### src/rtl/elevator_pkg.sv
`default_nettype none
// ============================================================================
// Module      : elevator_pkg
// Description : Shared FSM state encodings and timer sizing helper for the
//               elevator controller.
// Revision    : 1.0 - initial release
// ============================================================================
package elevator_pkg;

    typedef enum logic [1:0] {
        ST_IDLE = 2'd0,
        ST_MOVE = 2'd1,
        ST_DOOR = 2'd2
    } state_t;

    // Enough bits to hold the larger of the two terminal counts, never zero.
    function automatic int timer_width(input int travel_cyc, input int door_cyc);
        int max_cyc;
        max_cyc = (travel_cyc > door_cyc) ? travel_cyc : door_cyc;
        return (max_cyc < 2) ? 1 : $clog2(max_cyc);
    endfunction

endpackage
`default_nettype wire

### src/rtl/elevator_timer.sv
`default_nettype none
// ============================================================================
// Module      : elevator_timer
// Description : Clearable up-counter that wraps to zero at a programmable
//               terminal count and flags it with done.
// Revision    : 1.0 - initial release
// ============================================================================
module elevator_timer #(
    parameter int WIDTH = 2
) (
    input  logic             clk,
    input  logic             rst_n,
    input  logic             clr,
    input  logic             en,
    input  logic [WIDTH-1:0] terminal,
    output logic             done
);

    localparam logic [WIDTH-1:0] C_ONE = WIDTH'(1);

    logic [WIDTH-1:0] r_count;

    assign done = en && (r_count == terminal);

    always_ff @(posedge clk or negedge rst_n) begin
        if (!rst_n) begin
            r_count <= '0;
        end else if (clr || done) begin
            r_count <= '0;
        end else if (en) begin
            r_count <= r_count + C_ONE;
        end
    end

endmodule
`default_nettype wire

### src/rtl/elevator_ctrl.sv
`default_nettype none
// ============================================================================
// Module      : elevator_ctrl
// Description : N-floor SCAN elevator controller with one-hot position,
//               latched request bitmap and a shared travel/door timer.
// Revision    : 1.0 - initial release
// ============================================================================
module elevator_ctrl
    import elevator_pkg::*;
#(
    parameter int N_FLOORS   = 4,
    parameter int TRAVEL_CYC = 2,
    parameter int DOOR_CYC   = 3,
    parameter int HOME_FLOOR = 0
) (
    input  logic                clk,
    input  logic                rst_n,
    input  logic [N_FLOORS-1:0] req,
    output logic [N_FLOORS-1:0] cur_floor,
    output logic                dir_up,
    output logic                moving,
    output logic                door_open,
    output logic                arrive,
    output logic [N_FLOORS-1:0] pending
);

    localparam int                  TW            = timer_width(TRAVEL_CYC, DOOR_CYC);
    localparam logic [TW-1:0]       C_TRAVEL_TERM = TW'(TRAVEL_CYC - 1);
    localparam logic [TW-1:0]       C_DOOR_TERM   = TW'(DOOR_CYC - 1);
    localparam logic [N_FLOORS-1:0] C_ONE         = N_FLOORS'(1);
    localparam logic [N_FLOORS-1:0] C_HOME        = C_ONE << HOME_FLOOR;

    state_t              r_state, w_state_nxt;
    logic [N_FLOORS-1:0] r_floor, w_floor_nxt;
    logic [N_FLOORS-1:0] r_pending, w_pending_nxt;
    logic                r_dir_up, w_dir_nxt;
    logic                r_arrive, w_arrive_nxt;

    logic [N_FLOORS-1:0] w_below, w_above, w_req_lat, w_want;
    logic [N_FLOORS-1:0] w_ahead, w_behind, w_step_floor, w_served;
    logic                w_timer_clr, w_timer_en, w_timer_done;
    logic [TW-1:0]       w_term;

    // One-hot position minus one gives every floor beneath it.
    assign w_below   = r_floor - C_ONE;
    assign w_above   = ~(w_below | r_floor);
    assign w_req_lat = (r_state == ST_MOVE) ? req : (req & ~r_floor);
    assign w_want    = r_pending | w_req_lat;
    assign w_ahead   = r_pending & (r_dir_up ? w_above : w_below);
    assign w_behind  = r_pending & (r_dir_up ? w_below : w_above);

    always_comb begin
        w_step_floor = r_floor;
        if (r_dir_up && !r_floor[N_FLOORS-1]) begin
            w_step_floor = r_floor << 1;
        end else if (!r_dir_up && !r_floor[0]) begin
            w_step_floor = r_floor >> 1;
        end
    end

    elevator_timer #(
        .WIDTH    (TW)
    ) u_timer (
        .clk      (clk),
        .rst_n    (rst_n),
        .clr      (w_timer_clr),
        .en       (w_timer_en),
        .terminal (w_term),
        .done     (w_timer_done)
    );

    always_comb begin
        w_state_nxt  = r_state;
        w_floor_nxt  = r_floor;
        w_dir_nxt    = r_dir_up;
        w_arrive_nxt = 1'b0;
        w_served     = '0;
        w_timer_clr  = 1'b0;
        w_timer_en   = 1'b0;
        w_term       = C_DOOR_TERM;
        case (r_state)
            ST_IDLE: begin
                w_served = r_floor;
                if (|(req & r_floor)) begin
                    w_state_nxt = ST_DOOR;
                    w_timer_clr = 1'b1;
                end else if (|(w_want & w_above)) begin
                    w_dir_nxt   = 1'b1;
                    w_state_nxt = ST_MOVE;
                    w_timer_clr = 1'b1;
                end else if (|(w_want & w_below)) begin
                    w_dir_nxt   = 1'b0;
                    w_state_nxt = ST_MOVE;
                    w_timer_clr = 1'b1;
                end
            end
            ST_MOVE: begin
                w_timer_en = 1'b1;
                w_term     = C_TRAVEL_TERM;
                if (w_timer_done) begin
                    w_floor_nxt = w_step_floor;
                    if (|(r_pending & w_step_floor)) begin
                        w_arrive_nxt = 1'b1;
                        w_served     = w_step_floor;
                        w_state_nxt  = ST_DOOR;
                    end
                end
            end
            ST_DOOR: begin
                w_timer_en = 1'b1;
                w_served   = r_floor;
                // A fresh call at this floor holds the door rather than queueing.
                if (|(req & r_floor)) begin
                    w_timer_clr = 1'b1;
                end else if (w_timer_done) begin
                    if (|w_ahead) begin
                        w_state_nxt = ST_MOVE;
                    end else if (|w_behind) begin
                        w_dir_nxt   = ~r_dir_up;
                        w_state_nxt = ST_MOVE;
                    end else begin
                        w_state_nxt = ST_IDLE;
                    end
                end
            end
            default: begin
                w_state_nxt = ST_IDLE;
            end
        endcase
    end

    assign w_pending_nxt = (r_pending | w_req_lat) & ~w_served;

    always_ff @(posedge clk or negedge rst_n) begin
        if (!rst_n) begin
            r_state   <= ST_IDLE;
            r_floor   <= C_HOME;
            r_dir_up  <= 1'b1;
            r_pending <= '0;
            r_arrive  <= 1'b0;
        end else begin
            r_state   <= w_state_nxt;
            r_floor   <= w_floor_nxt;
            r_dir_up  <= w_dir_nxt;
            r_pending <= w_pending_nxt;
            r_arrive  <= w_arrive_nxt;
        end
    end

    assign cur_floor = r_floor;
    assign dir_up    = r_dir_up;
    assign moving    = (r_state == ST_MOVE);
    assign door_open = (r_state == ST_DOOR);
    assign arrive    = r_arrive;
    assign pending   = r_pending;

endmodule
`default_nettype wire

### config.mk
export PLATFORM = sky130hd
export DESIGN_NAME = elevator_ctrl
export DESIGN_NICKNAME = d
export VERILOG_FILES = /design/src/rtl/elevator_pkg.sv /design/src/rtl/elevator_timer.sv /design/src/rtl/elevator_ctrl.sv
export SDC_FILE = /design/constraint.sdc
export NUM_CORES = 1
export LEC_CHECK = 0
export BUFFER_PORTS_ARGS = -buffer_cell sky130_fd_sc_hd__buf_2
export CORE_ASPECT_RATIO = 0.9
export CORE_MARGIN = 3
export CORE_UTILIZATION = 51
export DETAILED_ROUTE_END_ITERATION = 8
export PLACE_DENSITY_LB_ADDON = 0.2
export RECOVER_POWER = 50
export SLEW_MARGIN = 25
export SYNTH_ARGS = -nofsm -noshare
export SYNTH_HDL_FRONTEND = slang
export SYNTH_HIERARCHICAL = 1
export SYNTH_SLANG_ARGS = --single-unit
### constraint.sdc
create_clock -name clk -period 2.6 [get_ports clk]
set_clock_uncertainty 0.2 [all_clocks]
set_input_delay 0.26 -clock clk [delete_from_list [all_inputs] [get_ports clk]]
set_output_delay 0.26 -clock clk [all_outputs]
set_load 0.005 [all_outputs]
Word-level counts from Yosys, hierarchy flattened
Cells that the tools add are included.
{"block": "word_totals", "ff_bits": 14, "inputBits": 6, "out_inout_bits": 12, "word_cells": 93}
{"block": "classes", "n_addsub": 2, "n_eq_ne": 12, "mux": 38, "bitwise": 14, "reduce_logical": 21}
{"op": "$and A4 B4 Y4", "n": 8}
{"op": "$mux W4", "n": 7}
{"op": "$reduce_or A4 Y1", "n": 6}
{"op": "$mux W2", "n": 10}
{"op": "$mux W1", "n": 17}
{"op": "$not A4 Y4", "n": 3}
{"op": "$ne A2 B1 Y1 const B", "n": 4}
{"op": "$or A4 B4 Y4", "n": 2}
{"op": "$pmux W4 S2", "n": 1}
{"op": "$reduce_and A7 Y1", "n": 1}
{"op": "$ne A2 B2 Y1 const B", "n": 3}
{"op": "$pmux W2 S3", "n": 1}
{"op": "$reduce_and A5 Y1", "n": 1}
{"op": "$ne A4 B4 Y1 const B", "n": 1}
{"op": "$pmux W1 S2", "n": 2}
{"op": "$reduce_bool A2 Y1", "n": 2}
{"op": "$reduce_or A2 Y1", "n": 2}
{"op": "$sub A4 B1 Y4 const B", "n": 1}
{"op": "$logic_and A1 B1 Y1", "n": 3}
{"op": "$logic_not A1 Y1", "n": 3}
{"op": "$ne A3 B3 Y1 const B", "n": 1}
{"op": "$add A2 B1 Y2 const B", "n": 1}
{"op": "$eq A2 B1 Y1 const B", "n": 1}
{"op": "$eq A2 B2 Y1", "n": 1}
{"op": "5 further kinds", "n": 5}

Longest topological paths before layout
Gate-level depths: netlist of run 1.
{"block": "logic_depth", "word_depth": 12, "ltp_mapped": 11, "mapped_depth_nobuf": 10}

Hierarchy
The synthesis of run 1 kept the hierarchy.
{"mod": "elevator_ctrl", "instances": 1, "cells_per_inst": 126, "area_per_inst_um2": 1061.0, "seq_area_each_um2": 302.8}
{"mod": "elevator_timer", "instances": 1, "cells_per_inst": 15, "area_per_inst_um2": 140.1, "seq_area_each_um2": 50.0}

Worst setup path after synthesis of run 1
Ideal clock, no wire load.
{"block": "synth_path", "path_kind": "register -> register", "from": "reg r_floor[0], in the netlist cur_floor[0]", "to": "reg r_state[0]", "setup_time_ps": 128, "arrival_time_ps": 2414, "required_time_ps": 2272, "slack_ps": -141, "path_stages_with_launch": 12, "n_path_buf": 1, "synth_period_minus_slack_ps": 2741, "path_cell_list": "dfstp_2 clkbuf_1 inv_2 ha_1 inv_1 ha_1 o21ai_0 o22ai_1 nor4_1 and3_1 a211oi_2 mux2_1"}
{"block": "synth_via", "elab_chain_cells": 11, "elab_cells_between_ends": 36, "classes_between": "1 x add/sub; 3 x eq/ne; 12 x mux; 11 x bitwise; 9 x reduce/logical"}
{"element": "from (decl)", "line_no": "elevator_ctrl.sv:34", "text": "logic [N_FLOORS-1:0] r_floor, w_floor_nxt;"}
{"element": "from (signal assigned)", "line_no": "elevator_ctrl.sv:143", "text": "r_floor <= w_floor_nxt;"}
{"element": "$sub A4 B1 Y4", "line_no": "elevator_ctrl.sv:45", "text": "assign w_below = r_floor - C_ONE;"}
{"element": "$or A4 B4 Y4", "line_no": "elevator_ctrl.sv:46", "text": "assign w_above = ~(w_below | r_floor);"}
{"element": "$not A4 Y4", "line_no": "elevator_ctrl.sv:46"}
{"element": "$mux W4", "line_no": "elevator_ctrl.sv:50", "text": "assign w_behind = r_pending & (r_dir_up ? w_below : w_above);"}
{"element": "$and A4 B4 Y4", "line_no": "elevator_ctrl.sv:50"}
{"element": "$reduce_or A4 Y1", "line_no": "elevator_ctrl.sv:118", "text": "end else if (|w_behind) begin"}
{"element": "$mux W1", "line_no": "elevator_ctrl.sv:118"}
{"element": "$mux W1", "line_no": "elevator_ctrl.sv:116", "text": "if (|w_ahead) begin"}
{"element": "$mux W2", "line_no": "elevator_ctrl.sv:115", "text": "end else if (w_timer_done) begin"}
{"element": "$mux W2", "line_no": "elevator_ctrl.sv:113", "text": "if (|(req & r_floor)) begin"}
{"element": "$pmux W2 S3", "line_no": "elevator_ctrl.sv:81", "text": "case (r_state)"}
{"element": "to (signal assigned)", "line_no": "elevator_ctrl.sv:142", "text": "r_state <= w_state_nxt;"}
{"element": "to (decl)", "line_no": "elevator_ctrl.sv:33", "text": "state_t r_state, w_state_nxt;"}
Parallel ways exist; a longest one is shown, timed or not. The select of a mux whose other input is x is not followed.
A chain may end at the register's enable or synchronous reset.

Worst setup path in the final report of run 1
Same ends and word-level chain as after synthesis.

==> flow_summary.yaml, run 1 <==
yosys:
  ys_warn_count: 6
  syn_inst: 141
  syn_area_sq_mm: 0.00120
  synth_area_leaders: "dfrtp_1 (25%), ha_1 (8.3%), o21ai_0 (4.6%)"
  yosysTopAreaCellShare_pct: 25.0
  syn-num-nets: 155
  avgSynthCellArea_sq_um: 8.52
  synthFlopType: "dfrtp_1"
  async_flop_share_pct: 100
  ys_types: 43
  synth.yosys.seq_area_share_pct: 29.4
  yosys.area.top_type: "dfrtp_1"
  synth_edf_count: 0
  synthTopCellsByCount: "dfrtp_1 (12), nor2_1 (12), inv_1 (11), o21ai_0 (11), nand2_1 (9)"
  ys_seq_elements: 14
placement:
  place_ws_ns: 0.0863
  hpwl_um: 2600
  placed_cells: 189
  portBuffers: 17
  place_congestion: 0.940
clock_tree:
  cts_made_buffers: 3
  cts_tree: "done"
  cts_max_level: 1
  clk_pin_slew_ns: 0.09
  clkSinkCount: 14
  clock_latency_ns: 0.28
  clk_root_buffer_cell: "clkbuf_4"
  cts_max_path_buffers: 2
sta:
  fin_crit_ns: 2.54
  worst_pin_slew_ns: 0.786
  fin_hold_ws_ns: 0.102
  max_freq_mhz: 394
  hold_viol: 0
  timing.setup.tns_ns: 0
  setup_slack_ns: 0.0588
  min_period_over_period_pct: 97.7
  finalMaxSlewViolations: 0
  max_slew_margin_pct: 47.6
  setup_viol: 0
worst_hold_path:
  min_from: "req[1]"
  min_to: "pending[1]"
  min_path_type: "input port to flip-flop"
  holdPathStages: 3
route:
  ant_nets: 0
  drt_iter0_drc: 84
  totalWireLength_um: 3470
  route.detailed.wl_per_inst_um: 17.9
  drt-pass1-iter-count: 4
  dr_total_vias: 1250
  viasPerCell: 6.44
  drc: 0
status:
  outcome: "finished, final reports clean"
floorplanning:
  io_pins: 18
  initial_core_util_pct: 54.5
  coreArea_sq_mm: 0.00220
  die_w_um: 57.2
  dieArea_sq_mm: 0.00297
  fp-row-count: 16
  die_h_um: 52.0
finish:
  fin_nets: 183
  final_cells: 194
  fillers: 204
  syn2layout_area_growth_pct: 18.2
  num_antenna_cells: 0
  drive_gt1_share_pct: 25.1
setup_path:
  cp-start-kind: "flip-flop"
  r2r_slack_ns: 0.06
  critPathKind: "flip-flop to flip-flop"
  critPathMaxFanout: 6
  arrival_ns: 2.51
  critPathRequiredTime_ns: 2.57
  reg2reg_depth: 7
  endpoint_kind: "flip-flop"
  regToRegStartpoint: "cur_floor[0]"
  r2r-end: "r_state[0]"
grt:
  track_usage_pct: 25.2
  grt_max_degree: 15
  antenna_found_initial: 0
  grt_overflow: 0
  grt_pass1_wl_um: 5710
  grt_pass1_vias: 1187
pwr:
  peakVddDrop_mv: 0.160
  p_per_area_mw_per_mm2: 251
  power.leakage_uw: 0.000642
run:
  maxCapViolations: 0
==> registers in the layout (all words and copies together), names as in the netlist <==
name and cells:
arrive 1, cur_floor 4, dir_up 1, pending 4
r_state 2, u_timer/r_count 2
==> cell type report <==
class	count	area [sq um]	share of cell area, %
multi-input cells	108	786	55.3
flip-flops and latches	14	353	24.8
well taps	27	33.8	2.38
repair buffers	30	180	12.7
inverters	12	45.0	3.17
clock buffers	3	22.5	1.59
==> per-layer routing <==
| metal | vias to the layer above | share of wire [%] | routed length (um) | track usage [%] |
|---|---|---|---|---|
| li1 | 589 | - | - | - |
| met4 | 0 | 1.6 | 56 | 9.65 |
| met1 | 595 | 45 | 1580 | 35.4 |
| met2 | 57 | 46 | 1580 | 39.5 |
| met3 | 9 | 7.3 | 253 | 2.98 |
| met5 | - | 0 | 0 | 0 |
==> worst max-delay path by stage <==
stage	from	endpoint	slack, ns	cells after the start
after global placement	cur_floor[0]	pending[1]	0.13	6
final	cur_floor[0]	r_state[0]	0.06	7
after detailed placement	cur_floor[0]	r_state[0]	0.09	7
after floorplan	cur_floor[0]	r_state[0]	0.02	11
after global routing	cur_floor[0]	dir_up	-0.02	10
after CTS	cur_floor[0]	dir_up	0.08	10
==> logic make-up after synthesis <==
logic type / synth area share, %
buffers and inverters: 6.87
and+or+nand+nor: 16.5
AOI/OAI and AO/OA: 33.0
xor gates and xnor gates: 1.46
adders and majority gates: 8.33
DFF: 29.4
muxes: 4.48
==> cell usage in the layout, fill, tap and decap left out, types with 4 or more instances in the layout <==
master,n
nor3b_1,5
buf_4,11
o21ai_0,10
o22ai_1,7
a21oi_1,8
dfrtp_1,12
ha_1,8
nor2_1,12
buf_2,15
inv_1,11
a221oi_1,4
nand2_1,9
==> repair_timing <==
item                       4_1_cts  5_1_grt
hold buffers                     1        0
resized for setup                0        3
setup endpoints to repair        0        6
setup buffers                    0        1
hold endpoints to repair        14        0
==> report_power, final <==
part	switching, uW	internal, uW	leakage, uW	total [uW]
logic	7.97	3.78	0.000466	11.7
clock network	72.7	53.8	0.0000138	127
registers	0.000000000000269	218	0.000163	218
==> metrics by stage <==
| stage | utilization [%] | total power (uW) | instance area (sq um) |
|---|---|---|---|
| 6_report | 64.5 | 356 | 1420 |
| 5_1_grt | 64.5 | 372 | 1420 |
| 4_1_cts | 64.0 | 355 | 1410 |
| 3_5_place_dp | 62.5 | 233 | 1380 |
| 3_3_place_gp | 62.5 | 233 | 1380 |
| 2_1_floorplan | - | 222 | 1210 |
==> critical path, stage by stage (launching register included) <==
cell	delay, ns
dfstp_2	0.61
inv_2	0.07
ha_1	0.33
o32ai_1	0.35
nor4_2	0.09
and3_1	0.20
a211oi_2	0.21
mux2_1	0.35
No activity file was read; power rests on OpenSTA's default activity.
==> run 2, diff against run 1 <==
Settings changed: CORE_UTILIZATION 51 to 55.
Clock period 2.6 ns to 3.1 ns, I/O delays scaled along.
==> flow_summary.yaml, run 2 (synthesis results as in run 1) <==
status:
  outcome: "finished, final reports clean"
clock_tree:
  clk_pin_slew_ns: 0.10
  cts_max_path_buffers: 2
  postCtsResizedCells: 0
  cts_max_level: 1
  clock_latency_ns: 0.29
  clkSinkCount: 14
  clk_root_buffer_cell: "clkbuf_4"
  cts_tree: "done"
  cts_made_buffers: 3
setup_path:
  endpoint_kind: "flip-flop"
  critPathMaxFanout: 15
  cp-start-kind: "flip-flop"
  critPathRequiredTime_ns: 3.09
  critPathKind: "flip-flop to flip-flop"
  cp.buffers_inverters: 2
  path_cells: "inv_2, ha_1, inv_1, ha_1, o21ai_0, o22ai_1, nor4_1, and3_1, a211oi_2, mux2_1"
  crit_path_frequent_cell: "ha_1"
  cp_slowest_cell: "dfstp_2"
  cp_slowest_stage_delay_ns: 0.70
  arrival_ns: 2.82
  cp_top_family: "flip-flops"
grt:
  grt_max_degree: 17
  grt_pass1_wl_um: 5130
  antenna_found_initial: 0
  grt_overflow: 0
  grt_pass1_vias: 1094
  track_usage_pct: 23.0
finish:
  num_antenna_cells: 0
  final_common_cell: "buf_2"
  design_area_sq_mm: 0.00135
  final_cell_mix: "buf_2 (15), nor2_1 (12), dfrtp_1 (12)"
  fillers: 167
  syn2layout_area_growth_pct: 12.1
  drive_gt1_share_pct: 18.9
  fin_nets: 174
sta:
  max_slew_margin_pct: 46.5
  timing.setup.tns_ns: 0
  setup_viol: 0
  finalMaxSlewViolations: 0
  worst_pin_slew_ns: 0.803
  fin_crit_ns: 2.84
  min_period_over_period_pct: 91.5
  hold_viol: 0
  rsz0062_at_grt: "false"
  max_freq_mhz: 352
route:
  dr_total_vias: 1234
  totalWireLength_um: 3190
  drc: 0
  ant_nets: 0
  drt-pass1-iter-count: 5
  viasPerCell: 6.71
  drt_iter0_drc: 114
  route.detailed.wl_per_inst_um: 17.3
pwr:
  power.leakage_uw: 0.000597
  p_comb_share_pct: 3.0
  total_power_uw: 330
  p_clk_share_pct: 41.7
  p_per_area_mw_per_mm2: 245
  power_switching_share_pct: 22.0
  p_seq_share_pct: 55.3
  peakVddDrop_mv: 0.236
  internal_power_uw: 257
  p_sw_uw: 72.7
floorplanning:
  die_h_um: 50.3
  fp-row-count: 15
  dieArea_sq_mm: 0.00278
  coreArea_sq_mm: 0.00199
  die_w_um: 55.3
  initial_core_util_pct: 60.4
  io_pins: 18
placement:
  place_congestion: 0.978
  portBuffers: 17
  hpwl_um: 2330
  placed_area_sq_mm: 0.00130
run:
  maxCapViolations: 0
worst_hold_path:
  min_path_type: "input port to flip-flop"
[run 2: power groups by stage]
stage / sequential, uW / combinational, uW / clock (uW)
finish: 183 / 9.92 / 137
global route: 183 / 10.9 / 148
CTS: 183 / 10.1 / 139
detailed placement: 186 / 9.16 / 0
global placement: 186 / 8.88 / 0
floorplan: 186 / 0.408 / 0
[run 2: final timing paths]
check,from,endpoint,slack [ns],cells past startpoint
setup reg to reg,cur_floor[0],r_state[0],0.26,10
min in group asynchronous,rst_n,pending[1],0.42,2
max in group asynchronous,rst_n,arrive,1.78,2
hold reg to reg,r_state[1],r_state[1],0.42,1
hold / removal,req[1],pending[1],0.14,3
setup / recovery,cur_floor[0],r_state[0],0.26,10
[run 2: final cells by class]
cell class                 count  area, sq um  share of cell area (%)
tap                           25         31.3                    2.32
sequential                    14          353                    26.2
clock buffer                   4         36.3                    2.70
inverter                      12         45.0                    3.35
timing repair buffer          21          115                    8.55
multi-input combinational    108          766                    56.9
[run 2: worst min-delay path, delay by kind of cell]
| family | cells | cell delay, ns |
|---|---|---|
| buffers and inverters | 1 | 0.13 |
| AO/OA/AOI/OAI | 2 | 0.14 |
[run 2: metrics by stage]
| step | util, % | instances | hold WS [ns] | setup WS, ns |
|---|---|---|---|---|
| after floorplan | - | 141 | -0.186 | 0.359 |
| after global placement | 65.5 | 179 | 0.0242 | 0.426 |
| after detailed placement | 65.5 | 179 | 0.0296 | 0.335 |
| after CTS | 67.8 | 184 | 0.122 | 0.327 |
| after global routing | 67.7 | 184 | 0.145 | 0.121 |
| final | 67.7 | 184 | 0.137 | 0.262 |
[run 2: repair_timing]
action / 4_1_cts / 5_1_grt
hold endpoints to repair: 14 / 0
buffers inserted: 0 / 0
setup endpoints to repair: 0 / 0
hold buffers: 1 / 0
[run 2: per-layer routing]
| layer | vias to the layer above | track usage, % | wire length (um) |
|---|---|---|---|
| li1 | 569 | - | - |
| met1 | 581 | 32.0 | 1350 |
| met2 | 80 | 35.8 | 1500 |
| met3 | 4 | 5.91 | 327 |
| met4 | 0 | 5.26 | 19 |
| met5 | - | 0 | 0 |
==> run 3, diff against run 2 <==
Settings changed: CORE_UTILIZATION 55 to 50.
==> flow_summary.yaml, run 3 (synthesis results as in run 1) <==
setup_path:
  critPathRequiredTime_ns: 3.07
  path_cells: "inv_2, ha_1, inv_1, ha_1, o21ai_0, o22ai_1, nor4_1, and3_1, a211oi_2, mux2_1"
  cp_top_family: "flip-flops"
  arrival_ns: 2.81
  cp.buffers_inverters: 2
  crit_path_frequent_cell: "ha_1"
  critPathKind: "flip-flop to flip-flop"
  cp-start-kind: "flip-flop"
  endpoint_kind: "flip-flop"
  critPathMaxFanout: 15
  cp_slowest_cell: "dfstp_2"
  cp_slowest_stage_delay_ns: 0.70
clock_tree:
  clock_latency_ns: 0.28
  postCtsResizedCells: 0
  clk_root_buffer_cell: "clkbuf_4"
  clkSinkCount: 14
  cts_made_buffers: 3
  cts_tree: "done"
  post_cts_buffers: 0
  clk_pin_slew_ns: 0.09
  cts_max_path_buffers: 2
  cts_max_level: 1
route:
  drt-pass1-iter-count: 5
  ant_nets: 0
  viasPerCell: 6.71
  totalWireLength_um: 3230
  drc: 0
  drt_iter0_drc: 54
  route.detailed.wl_per_inst_um: 17.5
  dr_total_vias: 1242
floorplanning:
  dieArea_sq_mm: 0.00303
  die_h_um: 52.5
  die_w_um: 57.7
  initial_core_util_pct: 54.1
  fp-row-count: 16
  io_pins: 18
  coreArea_sq_mm: 0.00222
sta:
  timing.setup.tns_ns: 0
  setup_viol: 0
  max_freq_mhz: 353
  fin_crit_ns: 2.83
  rsz0062_at_grt: "false"
  setup_slack_ns: 0.269
  worst_pin_slew_ns: 0.812
  hold_viol: 0
  finalMaxSlewViolations: 0
  min_period_over_period_pct: 91.3
  max_slew_margin_pct: 45.9
finish:
  fin_nets: 173
  drive_gt1_share_pct: 17.1
  final_common_cell: "buf_2"
  final_cell_mix: "buf_2 (13), nor2_1 (12), dfrtp_1 (12)"
  postLayoutCoreUtil_pct: 60.2
  num_antenna_cells: 0
  syn2layout_area_growth_pct: 11.5
pwr:
  p_per_area_mw_per_mm2: 246
  p_clk_share_pct: 41.5
  power_switching_share_pct: 21.7
  power.leakage_uw: 0.000586
  p_sw_uw: 71.4
  peakVddDrop_mv: 0.242
  internal_power_uw: 257
  p_seq_share_pct: 55.5
  p_comb_share_pct: 3.0
worst_hold_path:
  min_path_type: "input port to flip-flop"
run:
  maxCapViolations: 0
placement:
  place_ws_ns: 0.298
  hpwl_um: 2440
  place_congestion: 0.925
  portBuffers: 17
grt:
  antenna_found_initial: 0
  grt_pass1_wl_um: 5600
  track_usage_pct: 23.7
  grt_pass1_vias: 1235
  grt_overflow: 0
  grt_max_degree: 17
status:
  outcome: "finished, final reports clean"
==> run 3: changes by cell type in the layout (fill, tap and decap cells not counted), sizes merged <==
cell	before	now
clkbuf	6	8
buf	18	15
==> run 3: what timing repair did <==
action                                  4_1_cts  5_1_grt
endpoints found under the hold margin        14        0
hold buffers                                  1        0
endpoints found under the setup margin        0        0
==> run 3: cell type report <==
type | count | area (sq um)
fillers | 202 | 883
multi-input cells | 108 | 766
flip-flops and latches | 14 | 353
repair buffers | 20 | 105
inverters | 12 | 45.0
clock buffers | 4 | 36.3
well taps | 27 | 33.8
==> run 3: power by group through the flow <==
stage	registers (uW)	logic, uW	clock network [uW]
2_1_floorplan	186	0.408	0
3_3_place_gp	186	8.97	0
3_5_place_dp	186	9.16	0
4_1_cts	183	10.1	139
5_1_grt	183	11.0	148
6_report	183	9.75	136
==> run 3: metrics by stage <==
step,hold slack [ns],cell area (sq um),power [uW],cells
floorplan,-0.186,1200,187,141
global placement,0.0277,1300,195,180
detailed placement,0.0300,1300,195,180
CTS,0.128,1340,332,185
global route,0.160,1340,342,185
finish,0.132,1340,329,185
==> run 3: final timing paths <==
kind | start | end | slack (ns) | cells after the start
max in group asynchronous | rst_n | u_timer/r_count[1] | 1.78 | 2
min in group asynchronous | rst_n | pending[0] | 0.42 | 2
min | req[3] | pending[3] | 0.13 | 3
max reg2reg | cur_floor[0] | r_state[0] | 0.27 | 10
max | cur_floor[0] | r_state[0] | 0.27 | 10
min reg2reg | r_state[1] | r_state[1] | 0.39 | 1
==> run 3: routing by layer <==
layer	up-vias	global-route usage, %	part of all wire, %
li1	568	-	-
met3	10	5.42	7.1
met2	76	39.8	48
met5	-	0	0
met4	0	10.4	1.9
met1	588	28.9	43
==> run 3: tightest hold or removal path, cell delays in order <==
cell,delay [ns]
buf_2,0.12
nor2_1,0.08
a221oi_1,0.06
